--- src/rtl/mem_arb_pkg.sv ---
// Shared types for the memory arbiter: FSM states, grant identity, access-length
// encodings and the latched request record.
package mem_arb_pkg;

    typedef enum logic [1:0] {
        IDLE   = 2'd0,
        ACCESS = 2'd1,
        DONE   = 2'd2
    } state_e;

    typedef enum logic {
        GNT_IF = 1'b0,
        GNT_D  = 1'b1
    } gnt_e;

    localparam logic [1:0] LEN_BYTE = 2'd0;
    localparam logic [1:0] LEN_HALF = 2'd1;
    localparam logic [1:0] LEN_WORD = 2'd2;

    typedef struct packed {
        gnt_e        gnt;
        logic        wr;
        logic [31:0] addr;
        logic [31:0] wdata;
        logic [1:0]  length;
        logic        sign;
    } req_t;

    localparam req_t REQ_NONE = '{
        gnt: GNT_IF, wr: 1'b0, addr: 32'h0, wdata: 32'h0, length: LEN_BYTE, sign: 1'b0
    };

    // A fetch is always an unsigned full-word read.
    function automatic req_t fetch_req(input logic [31:0] addr);
        req_t r;
        r.gnt    = GNT_IF;
        r.wr     = 1'b0;
        r.addr   = addr;
        r.wdata  = 32'h0;
        r.length = LEN_WORD;
        r.sign   = 1'b0;
        return r;
    endfunction

endpackage

--- src/rtl/mem_arbiter.sv ---
// Arbitrates a single shared memory port between instruction fetch and the data
// stage. One access in flight at a time: IDLE grants, ACCESS holds the memory
// enable for MEM_LAT cycles, DONE pulses the winner's ready with the read data.
//
// Ports:
//   clk, rst                     clock, synchronous active-high reset
//   if_req, if_addr              fetch request (held until if_ready)
//   d_req, d_wr, d_addr, d_wdata,
//   d_length, d_sign             data-stage request (held until d_ready)
//   if_ready/if_rdata,
//   d_ready/d_rdata              one-cycle completion pulses with data
//   stall_if, stall_mem          pipeline stall requests
//   mem_*                        shared memory port
module mem_arbiter
    import mem_arb_pkg::*;
#(
    parameter int unsigned MEM_LAT    = 1,
    parameter int unsigned STARVE_MAX = 4
) (
    input  logic        clk,
    input  logic        rst,
    input  logic        if_req,
    input  logic [31:0] if_addr,
    input  logic        d_req,
    input  logic        d_wr,
    input  logic [31:0] d_addr,
    input  logic [31:0] d_wdata,
    input  logic [1:0]  d_length,
    input  logic        d_sign,
    output logic        if_ready,
    output logic [31:0] if_rdata,
    output logic        d_ready,
    output logic [31:0] d_rdata,
    output logic        stall_if,
    output logic        stall_mem,
    output logic        mem_enable,
    output logic        mem_wr,
    output logic [31:0] mem_addr,
    output logic [31:0] mem_data_in,
    output logic [1:0]  mem_length,
    output logic        mem_sign,
    input  logic [31:0] mem_data_out
);

    localparam int unsigned LatW    = $clog2(MEM_LAT + 1);
    localparam int unsigned StarveW = $clog2(STARVE_MAX + 1);

    localparam logic [LatW-1:0]    LatLoad   = LatW'(MEM_LAT);
    localparam logic [LatW-1:0]    LatOne    = LatW'(1);
    localparam logic [StarveW-1:0] StarveTop = StarveW'(STARVE_MAX);

    state_e              state_q, state_d;
    req_t                req_q, req_d;
    logic [LatW-1:0]     lat_q, lat_d;
    logic [StarveW-1:0]  starve_q, starve_d;
    logic [31:0]         if_rdata_q, if_rdata_d;
    logic [31:0]         d_rdata_q, d_rdata_d;

    logic fetch_forced;
    logic grant_d;
    logic grant_if;

    // Data normally wins; a fetch that has watched STARVE_MAX data grants goes first.
    assign fetch_forced = if_req && (starve_q == StarveTop);
    assign grant_d      = (state_q == IDLE) && d_req && !fetch_forced;
    assign grant_if     = (state_q == IDLE) && if_req && !grant_d;

    always_comb begin
        state_d    = state_q;
        req_d      = req_q;
        lat_d      = lat_q;
        starve_d   = starve_q;
        if_rdata_d = if_rdata_q;
        d_rdata_d  = d_rdata_q;

        if (!if_req) begin
            starve_d = '0;
        end

        unique case (state_q)
            IDLE: begin
                if (grant_d) begin
                    req_d = '{gnt: GNT_D, wr: d_wr, addr: d_addr, wdata: d_wdata,
                              length: d_length, sign: d_sign};
                    if (if_req && starve_q != StarveTop) begin
                        starve_d = starve_q + StarveW'(1);
                    end
                end else if (grant_if) begin
                    req_d    = fetch_req(if_addr);
                    starve_d = '0;
                end
                if (grant_d || grant_if) begin
                    lat_d   = LatLoad;
                    state_d = ACCESS;
                end
            end
            ACCESS: begin
                lat_d = lat_q - LatOne;
                if (lat_q == LatOne) begin
                    state_d = DONE;
                    // Sampled on the last enable cycle so the data is already
                    // registered when the ready pulse goes out in DONE.
                    if (req_q.gnt == GNT_IF) begin
                        if_rdata_d = mem_data_out;
                    end else if (!req_q.wr) begin
                        d_rdata_d = mem_data_out;
                    end
                end
            end
            DONE: begin
                state_d = IDLE;
            end
            default: begin
                state_d = IDLE;
            end
        endcase
    end

    always_ff @(posedge clk) begin
        if (rst) begin
            state_q    <= IDLE;
            req_q      <= REQ_NONE;
            lat_q      <= '0;
            starve_q   <= '0;
            if_rdata_q <= '0;
            d_rdata_q  <= '0;
        end else begin
            state_q    <= state_d;
            req_q      <= req_d;
            lat_q      <= lat_d;
            starve_q   <= starve_d;
            if_rdata_q <= if_rdata_d;
            d_rdata_q  <= d_rdata_d;
        end
    end

    // Memory port carries the latched request only while an access is in flight.
    assign mem_enable  = (state_q == ACCESS);
    assign mem_wr      = mem_enable && req_q.wr;
    assign mem_addr    = mem_enable ? req_q.addr : 32'h0;
    assign mem_data_in = mem_enable ? req_q.wdata : 32'h0;
    assign mem_length  = mem_enable ? req_q.length : LEN_BYTE;
    assign mem_sign    = mem_enable && req_q.sign;

    assign if_ready  = (state_q == DONE) && (req_q.gnt == GNT_IF);
    assign d_ready   = (state_q == DONE) && (req_q.gnt == GNT_D);
    assign if_rdata  = if_rdata_q;
    assign d_rdata   = d_rdata_q;

    assign stall_if  = if_req && !if_ready;
    assign stall_mem = d_req && !d_ready;

endmodule
--- config.mk ---
export PLATFORM = sky130hd
export DESIGN_NAME = mem_arbiter
export DESIGN_NICKNAME = d
export VERILOG_FILES = /design/src/rtl/mem_arb_pkg.sv /design/src/rtl/mem_arbiter.sv
export SDC_FILE = /design/constraint.sdc
export NUM_CORES = 1
export LEC_CHECK = 0
export ABC_AREA = 1
export BUFFER_PORTS_ARGS = -buffer_cell sky130_fd_sc_hd__buf_2
export CAP_MARGIN = 10
export CORE_UTILIZATION = 46
export CTS_CLUSTER_DIAMETER = 100
export DETAILED_ROUTE_END_ITERATION = 6
export PLACE_DENSITY = 0.82
export SLEW_MARGIN = 0
export SYNTH_ARGS = -nofsm -noshare
export SYNTH_HDL_FRONTEND = slang
export SYNTH_SLANG_ARGS = --single-unit
--- constraint.sdc ---
create_clock -name clk -period 3.93 [get_ports clk]
set_input_delay 0.393 -clock clk [delete_from_list [all_inputs] [get_ports clk]]
set_output_delay 0.393 -clock clk [all_outputs]
set_load 0.02 [all_outputs]
; ---- Word level (Yosys, flattened, before mapping)
; Index checks and enable logic that the tools add are counted.
[op_classes]
n_lt_le_gt_ge = 0
shift = 0
eq_ne = 6
n_reduce_logical = 25
addsub = 2
div_mod_pow = 0
bitwise = 2
muxes = 15
multipliers = 0
[op_table]
columns = op, n
row1 = $mux 69, 2
row2 = $mux 32, 2
row3 = $mux 3, 5
row4 = $logic_and 1x1->1, 12
row5 = $mux 2, 3
row6 = $reduce_and 2->1, 3
row7 = $logic_not 1->1, 4
row8 = $ne 2x1->1 const B, 2
row9 = $pmux 2 s2, 1
row10 = $reduce_and 4->1, 1
row11 = $reduce_bool 2->1, 2
row12 = $add 3x1->3 const B, 1
row13 = $eq 3x3->1 const B, 1
row14 = $ne 3x3->1 const B, 1
row15 = $reduce_and 3->1, 1
row16 = $eq 2x1->1 const B, 1
row17 = $eq 2x2->1 const B, 1
row18 = $logic_not 2->1, 1
row19 = $not 1->1, 2
row20 = $pmux 1 s2, 1
row21 = $logic_or 1x1->1, 1
row22 = $mux 1, 1
row23 = $sub 1x1->1 const B, 1
[word_totals]
inputBits = 136
ram_bits = 0
mem_bits_ro = 0
latchBits = 0
wordCells = 61
reg_bits = 139
n_memories = 0

; ---- Depth between registers and ports, before layout
; Gate-level depths: netlist of run 1.
[logic_depth]
depth_word = 9
mapped_depth = 9

; ---- Worst setup path after synthesis of run 1
; No wires, ideal clock.
[synth_path]
path_kind = reg-to-output
startpoint = reg state_q[0]
endpoint = out mem_data_in[22]
path_buffers = 2
path_stages_with_launch = 7
path_slack_ns = 2.192
arrival_time_ns = 1.345
path_cell_list = dfxtp_1 -> inv_2 -> nor2_4 -> inv_2 -> buf_2 -> buf_2 -> nor2_1
[synth_between]
elab_chain_cells = 2
[synth_lines]
columns = item, line
row1 = "start, declared", mem_arbiter.sv:52  ; state_e state_q, state_d;
row2 = "start signal, assigned", mem_arbiter.sv:128  ; state_q <= state_d;
row3 = $eq 2x1->1, mem_arbiter.sv:138  ; assign mem_enable = (state_q == ACCESS);
row4 = named net mem_enable, mem_arbiter.sv:36  ; output logic mem_enable,
row5 = $mux 32, mem_arbiter.sv:141  ; assign mem_data_in = mem_enable ? req_q.wdata : 32'h0;
row6 = "end, declared", mem_arbiter.sv:39  ; output logic [31:0] mem_data_in,
; The timed path passes the listed nets, and every way through them passes these cells.

; ---- Worst setup path after layout of run 1
[layout_path]
startpoint = reg state_q[1]
endpoint = out mem_addr[21]
[layout_between]
elab_chain_cells = 2
[layout_lines]
columns = item, line
row1 = $eq 2x1->1, mem_arbiter.sv:138
row2 = $mux 32, mem_arbiter.sv:140  ; assign mem_addr = mem_enable ? req_q.addr : 32'h0;
row3 = "end, declared", mem_arbiter.sv:38  ; output logic [31:0] mem_addr,
; No other way between the ends.

==> reports/summary.json, run 1 <==
{
  "grt": {
    "grt_first_pass_wirelength_um": 25300,
    "grt_usage_pct": 24.0,
    "grt_max_degree": 68,
    "grt_remaining_overflow": 0,
    "initial_antenna_violation_count": 1,
    "first_global_vias": 5423
  },
  "floorplanning": {
    "rows": 41,
    "io_pins": 273,
    "die_area_um2": 13600,
    "fp.dieH_um": 117,
    "die_w_um": 117,
    "placeableCoreArea_um2": 12700,
    "starting_density_of_the_core_pct": 47.6
  },
  "sta": {
    "setup_viol": 0,
    "final.hold.worst_slack_ps": 208,
    "setup_repair_after_global_routing_missed_its_margin": "no",
    "finalCriticalPeriod_ps": 2660,
    "finalCritPeriodShare_pct": 67.7,
    "timing_worst_slew_pin_value_ps": 1180,
    "max_freq_mhz": 376,
    "fin_worst_skew_ps": 9.99,
    "worst_setup_slack_final_ps": 1270,
    "slew_headroom_pct": 21.2,
    "slew_viol_final": 0,
    "timing.final.hold_violations": 0,
    "totalNegativeSetupSlack_ps": 0
  },
  "worst_setup_path": {
    "crit_path_max_incr_delay_ps": 810,
    "timing.critical_path.from_type": "flip-flop",
    "critical_path_arrival_ps": 2270,
    "critPathRequiredTime_ps": 3540,
    "critical_path.cell_chain": "nor2_4 -> inv_2 -> buf_4 -> nor2_1 -> buf_2",
    "worst_path_cell_with_the_longest_stage_delay": "sky130_fd_sc_hd__inv_2",
    "timing.critical_path.to_type": "output port",
    "timing.critical_path.fanout_max": 67,
    "timing.setup.critical_path_class": "reg2out",
    "ff2ff_setup_slack_ps": 1560
  },
  "synthesis": {
    "post_synthesis_register_bit_count": 139,
    "yosys.cell_types.count": 22,
    "netlist_top_cells_area": "sky130_fd_sc_hd__dfxtp_1 46%, sky130_fd_sc_hd__nand2_1 15%, sky130_fd_sc_hd__nor2_1 13%, sky130_fd_sc_hd__inv_1 6.9%, sky130_fd_sc_hd__a21oi_1 6.0%",
    "yosys.area.top_type_share_pct": 46.0,
    "netlist.top_cell.by_area": "sky130_fd_sc_hd__dfxtp_1",
    "syn_nets": 1052,
    "yosysWarningCount": 0,
    "mappedNetlistArea_um2": 6050,
    "synth_area_per_cell_um2": 6.62,
    "ys.flop_type": "sky130_fd_sc_hd__dfxtp_1",
    "ys_seq_area_share_pct": 46.0,
    "synth-async-reset-ratio_pct": 0,
    "number_of_enable_type_register_cells_in_the_synthesized_netlist": 0,
    "syn_inst": 914
  },
  "pwr": {
    "power.static_leakage_uw": 0.00411,
    "powerDensity_nw_per_um2": 492,
    "power_frac_comb_pct": 16.7,
    "net-switching-power_uw": 1080,
    "intPower_uw": 2880,
    "seq_power_share_pct": 39.4,
    "maximum_vdd_drop_mv": 0.244,
    "netSwitchingFraction_pct": 27.3,
    "clock_power_share_pct": 43.9
  },
  "detailed_routing": {
    "detail_route.vias_per_cell": 4.70,
    "drt_first_iter_violations": 452,
    "drc": 0,
    "num_vias": 6310,
    "route.detailed.wl_per_inst_um": 12.3,
    "drtPass1Iterations": 5,
    "routed_wirelength_um": 16500,
    "postRouteAntennaNets": 0
  },
  "placed_design": {
    "port_buffers": 272,
    "place_worst_setup_slack_ps": 1550,
    "post-dp-hpwl_um": 11200,
    "placement.cell_area_um2": 7370,
    "globalplace.congestion": 0.848
  },
  "status": {
    "outcome": "complete, no violations"
  },
  "clocking": {
    "cts_buffers": 17,
    "cts-root-buf": "sky130_fd_sc_hd__clkbuf_16",
    "post_cts.repair.setup_buffers": 0,
    "clock_tree_from_tritoncts": "done",
    "cts_hold_repair.buffers": 0,
    "worstSkewPairLatency_ps": 410,
    "htree_num_levels": 4,
    "cts_buffer_depth": 2,
    "clock_sink_count": 139,
    "post_cts_resized": 0,
    "clk_pin_slew_worst_paths_ps": 60
  },
  "run": {
    "maxCapViolCount": 0
  },
  "cells_and_area": {
    "most-common-layout-cells": "272 x sky130_fd_sc_hd__buf_2, 246 x sky130_fd_sc_hd__nand2_1, 204 x sky130_fd_sc_hd__nor2_1, 139 x sky130_fd_sc_hd__dfxtp_1, 111 x sky130_fd_sc_hd__inv_1",
    "post-route-cell-area_um2": 8030,
    "final_core_utilization_pct": 63.1,
    "nets": 1295,
    "layout_commonest_cell": "sky130_fd_sc_hd__buf_2",
    "drive_gt1_share_pct": 27.4,
    "synthToLayoutAreaGrowth_pct": 32.7
  },
  "worst_hold_path": {
    "worstHoldPathType": "in2reg"
  }
}
-- synth_stat cells (4+ instances only) --
cell type and n:
sky130_fd_sc_hd__dfxtp_1 139, sky130_fd_sc_hd__o21ai_0 67, sky130_fd_sc_hd__a21oi_1 73, sky130_fd_sc_hd__buf_2 13
sky130_fd_sc_hd__nand2_1 246, sky130_fd_sc_hd__nor2_1 204, sky130_fd_sc_hd__inv_1 111, sky130_fd_sc_hd__nand3_1 4
sky130_fd_sc_hd__clkbuf_1 25, sky130_fd_sc_hd__buf_6 11
-- per-stage QoR --
stage	total power [µW]	cells
CTS	3980	1341
floorplan	2030	914
global route	4150	1343
global placement	2230	1309
finish	3960	1343
detailed placement	2240	1309
-- flip-flops by register name, indices dropped and copies added (netlist names) --
| signal | cells |
|---|---|
| req_q | 69 |
| d_rdata | 32 |
| if_rdata | 32 |
| starve_q | 3 |
| state_q | 2 |
| lat_q | 1 |
-- cell families after synthesis --
kind of cell	after synthesis	share of synthesized area (%)
simple gates	462	29.6
buf+inv	169	12.2
compound gates	142	11.8
flops	139	46.0
fa+ha+maj	2	0.413
-- per-layer routing --
| metal | track usage (%) | up-vias | part of all wire (%) |
|---|---|---|---|
| met4 | 11.5 | 0 | 2.0 |
| met3 | 7.16 | 26 | 8.1 |
| li1 | - | 3240 | - |
| met5 | 0 | - | 0 |
| met2 | 39.3 | 259 | 47 |
| met1 | 28.8 | 2785 | 43 |
-- power by group through the flow --
stage	registers (µW)	clock network, µW	logic (µW)
after floorplan	1620	0	407
after global placement	1580	0	646
after detailed placement	1590	0	653
after CTS	1560	1760	659
after global routing	1570	1830	743
final	1560	1740	659
-- critical path, delay by kind of cell, from the launching register on --
kind                   cells  cell delay [ps]
buffers and inverters      3             1230
flip-flops                 1              430
AND/OR/NAND/NOR            2              130
-- layout make-up --
class | count | area (µm²)
antenna | 1 | 2.50
clock inverter | 12 | 195
timing repair buffer | 279 | 1420
sequential | 139 | 2780
clock buffer | 20 | 447
fill | 1186 | 4690
inverter | 114 | 428
tap | 172 | 215
multi-input combinational | 606 | 2540
-- worst paths after layout --
| check | depth (start not counted) | to | startpoint |
|---|---|---|---|
| min | 3 | req_q[2] | d_length[1] |
| max | 5 | mem_addr[21] | state_q[1] |
| max reg2reg | 6 | if_rdata[24] | state_q[0] |
| min reg2reg | 2 | req_q[0] | req_q[0] |
No activity file was read; power rests on OpenSTA's default activity.
==> run 2, diff against run 1 <==
- clock period: 3.93 -> 2.6 ns (I/O delays scaled with it)
==> reports/summary.json, run 2 (synthesized netlist as in run 1, its figures left out) <==
{
  "grt": {
    "grt_remaining_overflow": {"value": 0, "change": "unchanged"},
    "grt_max_degree": {"value": 65, "change": "-4.4%"},
    "initial_antenna_violation_count": {"value": 0, "change": "-1"},
    "first_global_vias": {"value": 5504, "change": "+1.5%"},
    "grt_usage": {"value": 23.8, "unit": "%", "change": "-0.19 points"},
    "grt_first_pass_wirelength": {"value": 25200, "unit": "µm", "change": "-0.11%"}
  },
  "worst_setup_path": {
    "critPathRequiredTime": {"value": 2340, "unit": "ps", "change": "-1200 ps"},
    "timing.critical_path.fanout_max": {"value": 45, "change": "-33%"},
    "timing.critical_path.to_type": "output port",
    "critPathTopFamily": "buffers and inverters",
    "critical_path_arrival": {"value": 2010, "unit": "ps", "change": "-260 ps"},
    "ff2ff_setup_slack": {"value": 850, "unit": "ps", "change": "-710 ps"},
    "timing.critical_path.from_type": "flip-flop",
    "critical_path.cell_chain": "nor2_4 -> inv_2 -> buf_12 -> nor2_1 -> buf_2",
    "timing.setup.critical_path_class": "reg2out",
    "crit_path_max_incr_delay": {"value": 580, "unit": "ps", "change": "-230 ps"},
    "ff2ff_path_depth": {"value": 7, "change": "+1"},
    "worst_path_cell_with_the_longest_stage_delay": "sky130_fd_sc_hd__inv_2",
    "r2r_end": "d_rdata[1]",
    "r2r_start": "state_q[0]",
    "worst-path-buf-inv": {"value": 3, "change": "unchanged"}
  },
  "detailed_routing": {
    "drc": {"value": 0, "change": "unchanged"},
    "detail_route.vias_per_cell": {"value": 4.69, "change": "-0.14%"},
    "routed_wirelength": {"value": 16400, "unit": "µm", "change": "-0.66%"},
    "postRouteAntennaNets": {"value": 0, "change": "unchanged"},
    "drt_first_iter_violations": {"value": 461, "change": "+2.0%"},
    "route.detailed.wl_per_inst": {"value": 12.2, "unit": "µm", "change": "-0.96%"},
    "drtPass1Iterations": {"value": 5, "change": "unchanged"},
    "num_vias": {"value": 6320, "change": "+0.16%"}
  },
  "cells_and_area": {
    "layoutNonFillerInstCount": {"value": 1347, "change": "+0.30%"},
    "largest_reg_flops": {"value": 69, "change": "unchanged"},
    "filler_cell_count": {"value": 1224, "change": "+3.2%"},
    "nets": {"value": 1301, "change": "+0.46%"},
    "layout_commonest_cell": "sky130_fd_sc_hd__buf_2",
    "most-common-layout-cells": "272 x sky130_fd_sc_hd__buf_2, 246 x sky130_fd_sc_hd__nand2_1, 204 x sky130_fd_sc_hd__nor2_1, 139 x sky130_fd_sc_hd__dfxtp_1, 111 x sky130_fd_sc_hd__inv_1",
    "synthToLayoutAreaGrowth_pct": 32.1,
    "diodes": {"value": 0, "change": "-1"},
    "drive_gt1_share": {"value": 27.5, "unit": "%", "change": "+0.14 points"},
    "regMostFlops": "req_q"
  },
  "sta": {
    "timing_worst_slew_pin_value": {"value": 801, "unit": "ps", "change": "-382 ps"},
    "max_freq_mhz": 440,
    "setup_repair_after_global_routing_missed_its_margin": "no",
    "fin_worst_skew": {"value": 7.50, "unit": "ps", "change": "-2.48 ps"},
    "slew_headroom": {"value": 46.6, "unit": "%", "change": "+25 points"},
    "finalCritPeriodShare_pct": 87.4,
    "totalNegativeSetupSlack": {"value": 0, "unit": "ps", "change": "unchanged"},
    "final.hold.worst_slack": {"value": 95.3, "unit": "ps", "change": "-113 ps"},
    "timing.final.hold_violations": {"value": 0, "change": "unchanged"},
    "finalCriticalPeriod_ps": 2270,
    "slew_viol_final": {"value": 0, "change": "unchanged"},
    "setup_viol": {"value": 0, "change": "unchanged"}
  },
  "placed_design": {
    "dp_cells": {"value": 1316, "change": "+0.53%"},
    "post-dp-hpwl": {"value": 11400, "unit": "µm", "change": "+2.5%"},
    "globalplace.congestion": {"value": 0.826, "change": "-2.7%"},
    "port_buffers": {"value": 272, "change": "unchanged"}
  },
  "clocking": {
    "cts_buffers": {"value": 17, "change": "unchanged"},
    "post_cts.repair.setup_buffers": {"value": 0, "change": "unchanged"},
    "htree_num_levels": {"value": 4, "change": "unchanged"},
    "clk_pin_slew_worst_paths": {"value": 60, "unit": "ps", "change": "about the same"},
    "cts_hold_repair.buffers": {"value": 0, "change": "unchanged"},
    "worstSkewPairLatency": {"value": 410, "unit": "ps", "change": "about the same"},
    "cts_buffer_depth": {"value": 2, "change": "unchanged"},
    "clock_sink_count": {"value": 139, "change": "unchanged"},
    "clock_tree_from_tritoncts": "done",
    "cts-root-buf": "sky130_fd_sc_hd__clkbuf_16",
    "post_cts_resized": {"value": 0, "change": "unchanged"}
  },
  "floorplanning": {
    "placeableCoreArea": {"value": 12700, "unit": "µm²", "change": "unchanged"},
    "fp.dieH": {"value": 117, "unit": "µm", "change": "unchanged"},
    "io_pins": {"value": 273, "change": "unchanged"},
    "die_w": {"value": 117, "unit": "µm", "change": "unchanged"},
    "rows": {"value": 41, "change": "unchanged"},
    "die_area": {"value": 13600, "unit": "µm²", "change": "unchanged"},
    "starting_density_of_the_core": {"value": 47.6, "unit": "%", "change": "unchanged"}
  },
  "worst_hold_path": {
    "min_to": "req_q[60]",
    "worstHoldPathType": "in2reg",
    "hold-path-cell-count": {"value": 3, "change": "unchanged"},
    "worst_hold_startpoint": "d_addr[25]"
  },
  "pwr": {
    "powerDensity": {"value": 700, "unit": "nW/µm²", "change": "+42%"},
    "maximum_vdd_drop": {"value": 0.465, "unit": "mV", "change": "+91%"},
    "power.static_leakage": {"value": 0.00410, "unit": "µW", "change": "-0.19%"}
  },
  "run": {
    "maxCapViolCount": {"value": 0, "change": "unchanged"}
  },
  "status": {
    "outcome": "complete, no violations"
  }
}
## run 2: worst max-delay path by stage
stage,start,end,cells past startpoint
6_report,state_q[1],mem_addr[28],5
3_5_place_dp,state_q[1],mem_addr[28],5
5_1_grt,state_q[1],mem_addr[28],5
4_1_cts,state_q[1],mem_addr[28],5
3_3_place_gp,state_q[1],mem_addr[28],5
2_1_floorplan,state_q[0],mem_data_in[22],6
## run 2: area by class of cell
cell class | count | area [µm²] | area share [%]
inverter | 114 | 428 | 5.35
clock buffer | 24 | 482 | 6.02
tap | 172 | 215 | 2.69
clock inverter | 7 | 66.3 | 0.829
timing repair buffer | 285 | 1480 | 18.6
multi-input combinational | 606 | 2540 | 31.8
sequential | 139 | 2780 | 34.8
## run 2: per-layer routing
metal / track usage [%] / vias to the layer above / part of all wire, %
met4: 9.62 / 0 / 1.7
met2: 41.0 / 255 / 49
li1: - / 3247 / -
met3: 7.47 / 23 / 8.3
met1: 27.4 / 2795 / 41
met5: 0 / - / 0
## run 2: through the flow
stage | worst slack, ps | total power [µW] | area, µm² | utilization [%]
6_report | 328 | 5600 | 8000 | 62.9
5_1_grt | 180 | 5880 | 8000 | 62.9
4_1_cts | 294 | 5640 | 8000 | 62.9
3_5_place_dp | 736 | 3400 | 7450 | 58.6
3_3_place_gp | 785 | 3380 | 7450 | 58.6
2_1_floorplan | 995 | 3070 | 6050 | -
## run 2: where the power goes
group	switching [µW]	internal (µW)	total (µW)	leakage, µW
Combinational	658	347	1010	0.00269
Clock	857	1380	2240	0.000270
Sequential	67.0	2290	2360	0.00114
Total	1580	4020	5600	0.00410
## run 2: worst reg2reg max path, delay by kind of cell (launching register included)
| kind | cells | cell delay (ps) |
|---|---|---|
| simple gates | 6 | 1210 |
| flops | 1 | 380 |
| buf+inv | 1 | 70 |
==> run 3, diff against run 2 <==
- CTS_CLUSTER_SIZE: default -> 24
- SETUP_SLACK_MARGIN: default -> 0.5
==> reports/summary.json, run 3 (synthesized netlist as in run 1, its figures left out) <==
{
  "cells_and_area": {
    "largest_reg_flops": {"value": 69, "change": "unchanged"},
    "diodes": {"value": 0, "change": "unchanged"},
    "drive_gt1_share": {"value": 27.5, "unit": "%", "change": "unchanged"},
    "regMostFlops": "req_q",
    "final_core_utilization": {"value": 62.9, "unit": "%", "change": "about the same"},
    "nets": {"value": 1301, "change": "unchanged"},
    "layout_commonest_cell": "sky130_fd_sc_hd__buf_2",
    "most-common-layout-cells": "272 x sky130_fd_sc_hd__buf_2, 246 x sky130_fd_sc_hd__nand2_1, 204 x sky130_fd_sc_hd__nor2_1, 139 x sky130_fd_sc_hd__dfxtp_1, 111 x sky130_fd_sc_hd__inv_1",
    "synthToLayoutAreaGrowth": {"value": 32.2, "unit": "%", "change": "about the same"}
  },
  "floorplanning": {
    "starting_density_of_the_core": {"value": 47.6, "unit": "%", "change": "unchanged"},
    "fp.dieH": {"value": 117, "unit": "µm", "change": "unchanged"},
    "rows": {"value": 41, "change": "unchanged"},
    "io_pins": {"value": 273, "change": "unchanged"},
    "die_area": {"value": 13600, "unit": "µm²", "change": "unchanged"},
    "die_w": {"value": 117, "unit": "µm", "change": "unchanged"},
    "placeableCoreArea": {"value": 12700, "unit": "µm²", "change": "unchanged"}
  },
  "sta": {
    "setup_viol": {"value": 0, "change": "unchanged"},
    "finalCritPeriodShare": {"value": 76.2, "unit": "%", "change": "-11 points"},
    "finalCriticalPeriod": {"value": 1980, "unit": "ps", "change": "-290 ps"},
    "fin_worst_skew": {"value": 7.50, "unit": "ps", "change": "-0.00846 ps"},
    "slew_headroom": {"value": 46.5, "unit": "%", "change": "-0.097 points"},
    "max_freq": {"value": 504, "unit": "MHz", "change": "+15%"},
    "setup_repair_after_global_routing_missed_its_margin": "no",
    "slew_viol_final": {"value": 0, "change": "unchanged"},
    "timing.final.hold_violations": {"value": 0, "change": "unchanged"},
    "totalNegativeSetupSlack": {"value": 0, "unit": "ps", "change": "unchanged"},
    "timing_worst_slew_pin_value": {"value": 802, "unit": "ps", "change": "+1.46 ps"}
  },
  "worst_setup_path": {
    "critPathTopFamily": "buffers and inverters",
    "r2r_start": "state_q[0]",
    "timing.critical_path.to_type": "output port",
    "worst-path-buf-inv": {"value": 4, "change": "+1"},
    "crit_path_max_incr_delay": {"value": 380, "unit": "ps", "change": "-200 ps"},
    "timing.critical_path.fanout_max": {"value": 45, "change": "unchanged"},
    "timing.critical_path.from_type": "flip-flop",
    "ff2ff_path_depth": {"value": 7, "change": "unchanged"},
    "ff2ff_setup_slack": {"value": 770, "unit": "ps", "change": "-80 ps"},
    "cp-startpoint": "state_q[0]",
    "r2r_end": "d_rdata[1]",
    "critPathRequiredTime": {"value": 2340, "unit": "ps", "change": "about the same"},
    "critical_path_arrival": {"value": 1720, "unit": "ps", "change": "-290 ps"},
    "worst_path_cell_with_the_longest_stage_delay": "sky130_fd_sc_hd__dfxtp_1",
    "critical_path.cell_chain": "inv_2 -> nor2_4 -> inv_8 -> buf_12 -> nor2_1 -> buf_2",
    "timing.setup.critical_path_class": "reg2out"
  },
  "grt": {
    "grt_usage": {"value": 23.8, "unit": "%", "change": "unchanged"},
    "grt_first_pass_wirelength": {"value": 25200, "unit": "µm", "change": "unchanged"},
    "initial_antenna_violation_count": {"value": 0, "change": "unchanged"},
    "first_global_vias": {"value": 5504, "change": "unchanged"},
    "grt_remaining_overflow": {"value": 0, "change": "unchanged"},
    "grt_max_degree": {"value": 65, "change": "unchanged"}
  },
  "clocking": {
    "clock_tree_from_tritoncts": "done",
    "cts_buffers": {"value": 17, "change": "unchanged"},
    "cts-root-buf": "sky130_fd_sc_hd__clkbuf_16",
    "worstSkewPairLatency": {"value": 410, "unit": "ps", "change": "about the same"},
    "htree_num_levels": {"value": 4, "change": "unchanged"},
    "clk_pin_slew_worst_paths": {"value": 60, "unit": "ps", "change": "about the same"},
    "clock_sink_count": {"value": 139, "change": "unchanged"},
    "cts_hold_repair.buffers": {"value": 0, "change": "unchanged"},
    "cts_buffer_depth": {"value": 2, "change": "unchanged"}
  },
  "worst_hold_path": {
    "worst_hold_startpoint": "d_addr[25]",
    "hold-path-cell-count": {"value": 3, "change": "unchanged"},
    "min_to": "req_q[60]",
    "worstHoldPathType": "in2reg"
  },
  "detailed_routing": {
    "drtPass1Iterations": {"value": 5, "change": "unchanged"},
    "drt_first_iter_violations": {"value": 466, "change": "+1.1%"},
    "routed_wirelength": {"value": 16400, "unit": "µm", "change": "-0.13%"},
    "detail_route.vias_per_cell": {"value": 4.70, "change": "+0.16%"},
    "num_vias": {"value": 6330, "change": "+0.16%"},
    "drc": {"value": 0, "change": "unchanged"},
    "route.detailed.wl_per_inst": {"value": 12.2, "unit": "µm", "change": "-0.13%"},
    "postRouteAntennaNets": {"value": 0, "change": "unchanged"}
  },
  "placed_design": {
    "post-dp-hpwl": {"value": 11400, "unit": "µm", "change": "unchanged"},
    "port_buffers": {"value": 272, "change": "unchanged"},
    "globalplace.congestion": {"value": 0.826, "change": "unchanged"}
  },
  "run": {
    "maxCapViolCount": {"value": 0, "change": "unchanged"}
  },
  "pwr": {
    "power.static_leakage": {"value": 0.00410, "unit": "µW", "change": "about the same"},
    "powerDensity": {"value": 700, "unit": "nW/µm²", "change": "about the same"},
    "power.total": {"value": 5600, "unit": "µW", "change": "about the same"},
    "maximum_vdd_drop": {"value": 0.465, "unit": "mV", "change": "about the same"}
  },
  "status": {
    "outcome": "complete, no violations"
  }
}
## run 3: cell counts in the layout (fill, tap and decap cells not counted)
No cell type changed its count.
## run 3: final cells by class
class,count,area (µm²)
fillers,1222,4720
flip-flops and latches,139,2780
multi-input cells,606,2540
repair buffers,285,1480
clock buffers,24,482
inverters,114,435
well taps,172,215
clock inverters,7,66.3
## run 3: timing repair
item,4_1_cts,5_1_grt
gates resized for setup,1,2
gates cloned,0,0
buffers inserted,0,0
setup endpoints to repair,51,25
## run 3: how the worst max path moves through the flow
stage / endpoint / slack [ps] / cells past startpoint
after global routing: mem_addr[28] / 520 / 6
after global placement: mem_addr[28] / 790 / 5
final: mem_addr[28] / 620 / 6
after CTS: mem_addr[28] / 540 / 5
after floorplan: mem_data_in[22] / 1000 / 6
after detailed placement: mem_addr[28] / 740 / 5
## run 3: metrics by stage
step	cell area, µm²	hold slack (ps)	cells	worst slack [ps]
after floorplan	6050	395	914	995
after global placement	7450	452	1316	785
after detailed placement	7450	455	1316	736
after CTS	8000	74.3	1347	535
after global routing	8010	77.7	1347	515
final	8010	95.2	1347	618
## run 3: routing by layer
layer	GRT usage (%)	wire, µm	vias to the layer above
met5	0	0	-
met4	9.62	283	0
met3	7.47	1370	23
met2	41.0	8090	258
met1	27.4	6670	2804
li1	-	-	3245
## run 3: where the power goes
part           leakage (µW)  switching (µW)  internal, µW
combinational       0.00269             660           348
sequential          0.00114            67.1          2290
clock              0.000270             855          1380
## run 3: worst reg2reg max path, stage by stage, from the launching register on
cell	delay [ps]
sky130_fd_sc_hd__dfxtp_1	380
sky130_fd_sc_hd__inv_2	70
sky130_fd_sc_hd__nor2_4	200
sky130_fd_sc_hd__nand2_2	150
sky130_fd_sc_hd__nor2_8	630
sky130_fd_sc_hd__nand2_1	160
sky130_fd_sc_hd__nand2_1	100
sky130_fd_sc_hd__nor2_1	40
